<file path="config.mk">
export PLATFORM = sky130hd
export DESIGN_NAME = layer_act_loader
export DESIGN_NICKNAME = d
export VERILOG_FILES = /design/src/rtl/nn_pkg.sv /design/src/rtl/layer_act_loader.sv
export SDC_FILE = /design/constraint.sdc
export NUM_CORES = 1
export LEC_CHECK = 0
export ABC_CLOCK_PERIOD_IN_PS = 2040
export CAP_MARGIN = 10
export CORE_ASPECT_RATIO = 0.8
export CORE_MARGIN = 10
export CORE_UTILIZATION = 38
export CTS_BUF_LIST = sky130_fd_sc_hd__clkbuf_2
export CTS_CLUSTER_DIAMETER = 200
export CTS_CLUSTER_SIZE = 40
export DETAILED_ROUTE_END_ITERATION = 8
export PLACE_DENSITY = 0.62
export SETUP_SLACK_MARGIN = 0.1
export SYNTH_ARGS = -nofsm -noshare
export SYNTH_HDL_FRONTEND = slang
export SYNTH_SLANG_ARGS = --single-unit
</file>
<file path="constraint.sdc">
create_clock -name clk -period 2.04 [get_ports clk]
set_clock_uncertainty 0.2 [all_clocks]
set_input_delay 0.204 -clock clk [delete_from_list [all_inputs] [get_ports clk]]
set_output_delay 0.204 -clock clk [all_outputs]
set_load 0.05 [all_outputs]
</file>
<file path="src/rtl/nn_pkg.sv">
// Shared constants and FSM encoding for the layer activation loader.
package nn_pkg;

  localparam int DW_DEF    = 16;
  localparam int N_IN_DEF  = 15;
  localparam int IDX_W_DEF = $clog2(N_IN_DEF);

  // FILL collects words; WAIT parks a complete frame until downstream frees up.
  typedef enum logic {
    FILL = 1'b0,
    WAIT = 1'b1
  } state_e;

endpackage

</file>
<file path="src/rtl/layer_act_loader.sv">
// Writer side of the parallel activation bus feeding a layer of neuron nodes.
// Serial words are gathered into a shadow buffer and committed atomically to
// act_bus. act_bus changes on the commit edge and act_strobe follows one cycle
// later, so nodes always sample a vector that has already settled.
// Optional build macro: LAYER_ACT_CLAMP_EN (ReLU clamp of negative words at ingest).
module layer_act_loader
  import nn_pkg::*;
#(
  parameter int N_IN = N_IN_DEF,
  parameter int DW   = DW_DEF
) (
  input  logic               clk,
  input  logic               reset,
  input  logic [DW-1:0]      in_data,
  input  logic               in_valid,
  output logic               in_ready,
  input  logic               in_last,
  input  logic               hold,
  output logic [N_IN*DW-1:0] act_bus,
  output logic               act_strobe,
  output logic               frame_err,
  output logic [15:0]        frame_cnt
);

  localparam int              IDX_W    = $clog2(N_IN);
  localparam logic [IDX_W-1:0] LAST_IDX = IDX_W'(N_IN - 1);

  state_e                    state_q, state_d;
  logic [IDX_W-1:0]          idx_q, idx_d;
  logic [N_IN-1:0][DW-1:0]   shadow_q, shadow_d;
  logic [N_IN-1:0][DW-1:0]   bus_q, bus_d;
  logic [15:0]               cnt_q, cnt_d;
  // Final word arrived without in_last while the frame is parked in WAIT.
  logic                      miss_q, miss_d;
  logic                      commit, err_now;
  // Two-stage delay so strobe/err land one cycle after act_bus moves.
  logic                      cmt_q, strobe_q, err1_q, ferr_q;
  logic [DW-1:0]             word_in;

  // Ingest conditioning: bit-exact by default, optional ReLU clamp.
  always_comb begin
`ifdef LAYER_ACT_CLAMP_EN
    word_in = in_data[DW-1] ? '0 : in_data;
`else
    word_in = in_data;
`endif
  end

  // Next-state: frame assembly, framing checks and commit decision.
  always_comb begin
    state_d  = state_q;
    idx_d    = idx_q;
    shadow_d = shadow_q;
    bus_d    = bus_q;
    cnt_d    = cnt_q;
    miss_d   = miss_q;
    commit   = 1'b0;
    err_now  = 1'b0;
    in_ready = 1'b0;
    case (state_q)
      FILL: begin
        in_ready = 1'b1;
        if (in_valid) begin
          if (idx_q == LAST_IDX) begin
            shadow_d[idx_q] = word_in;
            if (hold) begin
              state_d = WAIT;
              miss_d  = ~in_last;
            end else begin
              commit  = 1'b1;
              err_now = ~in_last;
              idx_d   = '0;
            end
          end else if (in_last) begin
            // Early last: drop this word and the partial frame.
            idx_d   = '0;
            err_now = 1'b1;
          end else begin
            shadow_d[idx_q] = word_in;
            idx_d           = idx_q + 1'b1;
          end
        end
      end
      WAIT: begin
        if (!hold) begin
          commit  = 1'b1;
          err_now = miss_q;
          miss_d  = 1'b0;
          idx_d   = '0;
          state_d = FILL;
        end
      end
      default: state_d = FILL;
    endcase
    // shadow_d already holds the final word when committing from FILL.
    if (commit) begin
      bus_d = shadow_d;
      cnt_d = cnt_q + 16'd1;
    end
  end

  // State and datapath registers; reset overrides everything.
  always_ff @(posedge clk) begin
    if (reset) begin
      state_q  <= FILL;
      idx_q    <= '0;
      shadow_q <= '0;
      bus_q    <= '0;
      cnt_q    <= '0;
      miss_q   <= 1'b0;
      cmt_q    <= 1'b0;
      strobe_q <= 1'b0;
      err1_q   <= 1'b0;
      ferr_q   <= 1'b0;
    end else begin
      state_q  <= state_d;
      idx_q    <= idx_d;
      shadow_q <= shadow_d;
      bus_q    <= bus_d;
      cnt_q    <= cnt_d;
      miss_q   <= miss_d;
      cmt_q    <= commit;
      strobe_q <= cmt_q;
      err1_q   <= err_now;
      ferr_q   <= err1_q;
    end
  end

  assign act_bus    = bus_q;
  assign act_strobe = strobe_q;
  assign frame_err  = ferr_q;
  assign frame_cnt  = cnt_q;

endmodule

</file>
==> flow_metrics.env <==
export IMPL_start_util_pct=38.6
export IMPL_gp_congestion=0.813
export IMPL_drive_gt1_share_pct=59.6
export IMPL_grt_max_degree=66
export IMPL_clkPwrFrac_pct=22.3
export IMPL_seqPwrFrac_pct=71.3
export IMPL_rr_endpoint="frame_cnt[15]"
export IMPL_layout_common_cells="nor2_1 (360), buf_8 (273), dfxtp_1 (243)"
export IMPL_reg2reg_depth=9
export IMPL_register_area_sq_um=10800
export IMPL_synth_cell_types=48
export IMPL_wl_um=66200
export IMPL_power_density_nw_per_um2=458
export IMPL_fp_dieW_um=262
export IMPL_clkTransAtPathRegs_ps=700
export IMPL_setup_worst_path_class="reg -> out"
export IMPL_finalHoldViolCount=0
export IMPL_worst_setup_path_end_kind="primary output"
export IMPL_nFillCells=3201
export IMPL_min_period_ps=2360
export IMPL_io_buffers=279
export IMPL_area_growth_pct=70.8
export IMPL_clk_insertion_delay_late_ps=1220
export IMPL_tns_ps=-67790
export IMPL_grt_pass1_wl_um=87700
export IMPL_antenna_found_initial=4
export IMPL_hp_class="in -> reg"
export IMPL_placed_area_sq_um=22100
export IMPL_finalCritPeriodShare_pct=115
export IMPL_grt_total_usage_pct=20.2
export IMPL_crit_arrival_ps=1950
export IMPL_synth_avg_cell_area_sq_um=10.2
export IMPL_dr_pass1_iters=5
export IMPL_worst_path_max_fanout=2
export IMPL_pin_count=280
export IMPL_r2r_slack_ps=-270
export IMPL_cts_buffers=16
export IMPL_status="finished, violations left"
export IMPL_use_met2_pct=33.8
export IMPL_grt_pass1_vias=14100
export IMPL_p_leak_nw=12.4
export IMPL_postRouteAntennaNets=0
export IMPL_cts_path_max_buffers=3
export IMPL_top_usage_layer="met2"
export IMPL_core_rowCount=70
export IMPL_timing_rr_start="idx_q[0]"
export IMPL_vias=15300
export IMPL_ir_worst_vdd_mv=0.562
export IMPL_postSynthCellCount=1748
export IMPL_intPower_w=0.0104
export IMPL_fin_util_pct=66.0
export IMPL_post_drt_wl_per_cell_um=23.3
export IMPL_crit_path_start_kind="flop"
export IMPL_max_freq_ghz=0.425
export IMPL_rsz0062_at_grt="true"
export IMPL_dp_hpwl_um=34000
export IMPL_met3_usage_pct=3.52
export IMPL_ys_flop_type="dfxtp_1"
export IMPL_h_tree_depth=1
export IMPL_ys_ff_latch=506
export IMPL_maxSlewHeadroom_pct=49.8
export IMPL_total_power_w=0.0139
export IMPL_hold_depth=5
export IMPL_drc=0
export IMPL_swShare_pct=24.9
export IMPL_worstSetupEndpoint="in_ready"
export IMPL_synth_async_reset_ratio_pct=0
export IMPL_violations="setup timing"
export IMPL_cts_tree="yes"
export IMPL_slew_viol_final=0
export IMPL_via_per_inst=5.38
export IMPL_worstSetupStartpoint="state_q"
export IMPL_ys_seq_area_share_pct=57.0
export IMPL_synth_area_sq_um=17800
export IMPL_dieHeight_um=213
export IMPL_dieArea_sq_um=55800
export IMPL_drtIter0Drc=1026
export IMPL_switchingPower_w=0.00346
export IMPL_synth_fp_nets=1774
export IMPL_yosys_warnings=0
export IMPL_critPathRequiredTime_ps=1640
export IMPL_max_cap_viol_count=0
export IMPL_comb_power_share_pct=6.4
export IMPL_synth_edff_count=0
export IMPL_dp_worst_setup_slack_ps=-320
export IMPL_setup_slack_ps=-315
export IMPL_setup_viol=555
export IMPL_multi_input_area_sq_um=9740
export IMPL_gr_total_overflow=0
export IMPL_tightestPinTransition_ps=753
export IMPL_fin_nets=2249
export IMPL_use_met1_pct=26.9
export IMPL_post_route_cell_area_sq_um=30300
export IMPL_clkSinkCount=506
export IMPL_core_sq_um=46000
export IMPL_cts_root_buffer_cell="clkbuf_2"
export IMPL_final_common_cell="nor2_1"
==> critical path, stage by stage (launching register included) <==
cell and delay [ps]:
dfxtp_4 480, buf_6 120, inv_4 50, buf_12 130
==> metal layers <==
layer	vias up	wire [um]	share of wire, %
met1	7757	28500	43
met3	90	3370	5.1
met2	422	32700	49
met4	2	1540	2.3
li1	6997	-	-
met5	-	7	0.011
==> final cells by class <==
class | count | area share, %
Clock buffer | 17 | 0.280
Sequential cell | 506 | 35.5
Timing Repair Buffer | 605 | 29.4
Tap cell | 612 | 2.52
Inverter | 7 | 0.111
Multi-Input combinational cell | 1087 | 32.1
Clock inverter | 1 | 0.0536
Antenna cell | 3 | 0.0247
==> repair_timing <==
item,CTS,global route
hold buffers,22,0
hold endpoints to repair,506,0
endpoints found under the setup margin,636,708
buffers inserted,73,73
gates resized for setup,2502,664
cloned,39,28
pin swaps,64,232
==> state kept, by name (all words and copies together) (netlist names) <==
signal and cells:
err1_q 1, shadow_q 240, frame_err 1, frame_cnt 16
act_bus 240, idx_q 4, act_strobe 1, miss_q 1
cmt_q 1, state_q 1
==> cell families after synthesis <==
family	share of synthesized area [%]
compound gates	11.0
fa+ha+maj	0.352
mux	13.6
simple gates	13.4
flops	57.0
buf+inv	4.07
xor+xnor	0.493
==> cell usage after synthesis, drive strengths merged (2+ instances only) <==
cell    count  area [sq um]
nor3b       2          15.0
a32oi       2          17.5
nand4       4          25.0
nand3      14           155
nor4        3          18.8
ha          5          62.6
a211oi    240          1800
inv         7          26.3
a21oi       7          35.0
nor3        4          20.0
clkbuf     95           357
nor2b       6          37.5
o21ai       8          40.0
nor4b       3          26.3
buf        55           340
xnor2       9          78.8
nand2b      2          12.5
or3         7          43.8
nand2      10          62.6
dfxtp     506         10100
mux2i     241          2410
and3        2          12.5
nor2      497          1870
and4bb      2          25.0
==> power groups by stage <==
stage          clock, W  sequential [W]  combinational [W]
6_report        0.00310         0.00991           0.000884
2_1_floorplan         0          0.0101           0.000305
3_5_place_dp          0          0.0101           0.000665
4_1_cts         0.00319          0.0100           0.000755
5_1_grt         0.00351         0.00994           0.000913
3_3_place_gp          0          0.0101           0.000659
==> how the worst min path moves through the flow <==
stage,start,end
2_1_floorplan,in_last,idx_q[3]
3_3_place_gp,cmt_q,act_strobe
3_5_place_dp,err1_q,frame_err
4_1_cts,hold,state_q
5_1_grt,hold,miss_q
6_report,in_data[1],shadow_q[209]
==> through the flow <==
stage          hold WS, ps  cells
2_1_floorplan          117   1748
3_3_place_gp           231   2597
3_5_place_dp           237   2597
4_1_cts               42.9   2748
5_1_grt               89.0   2837
6_report               165   2838
Note: power is estimated with default switching activity, not from simulation.
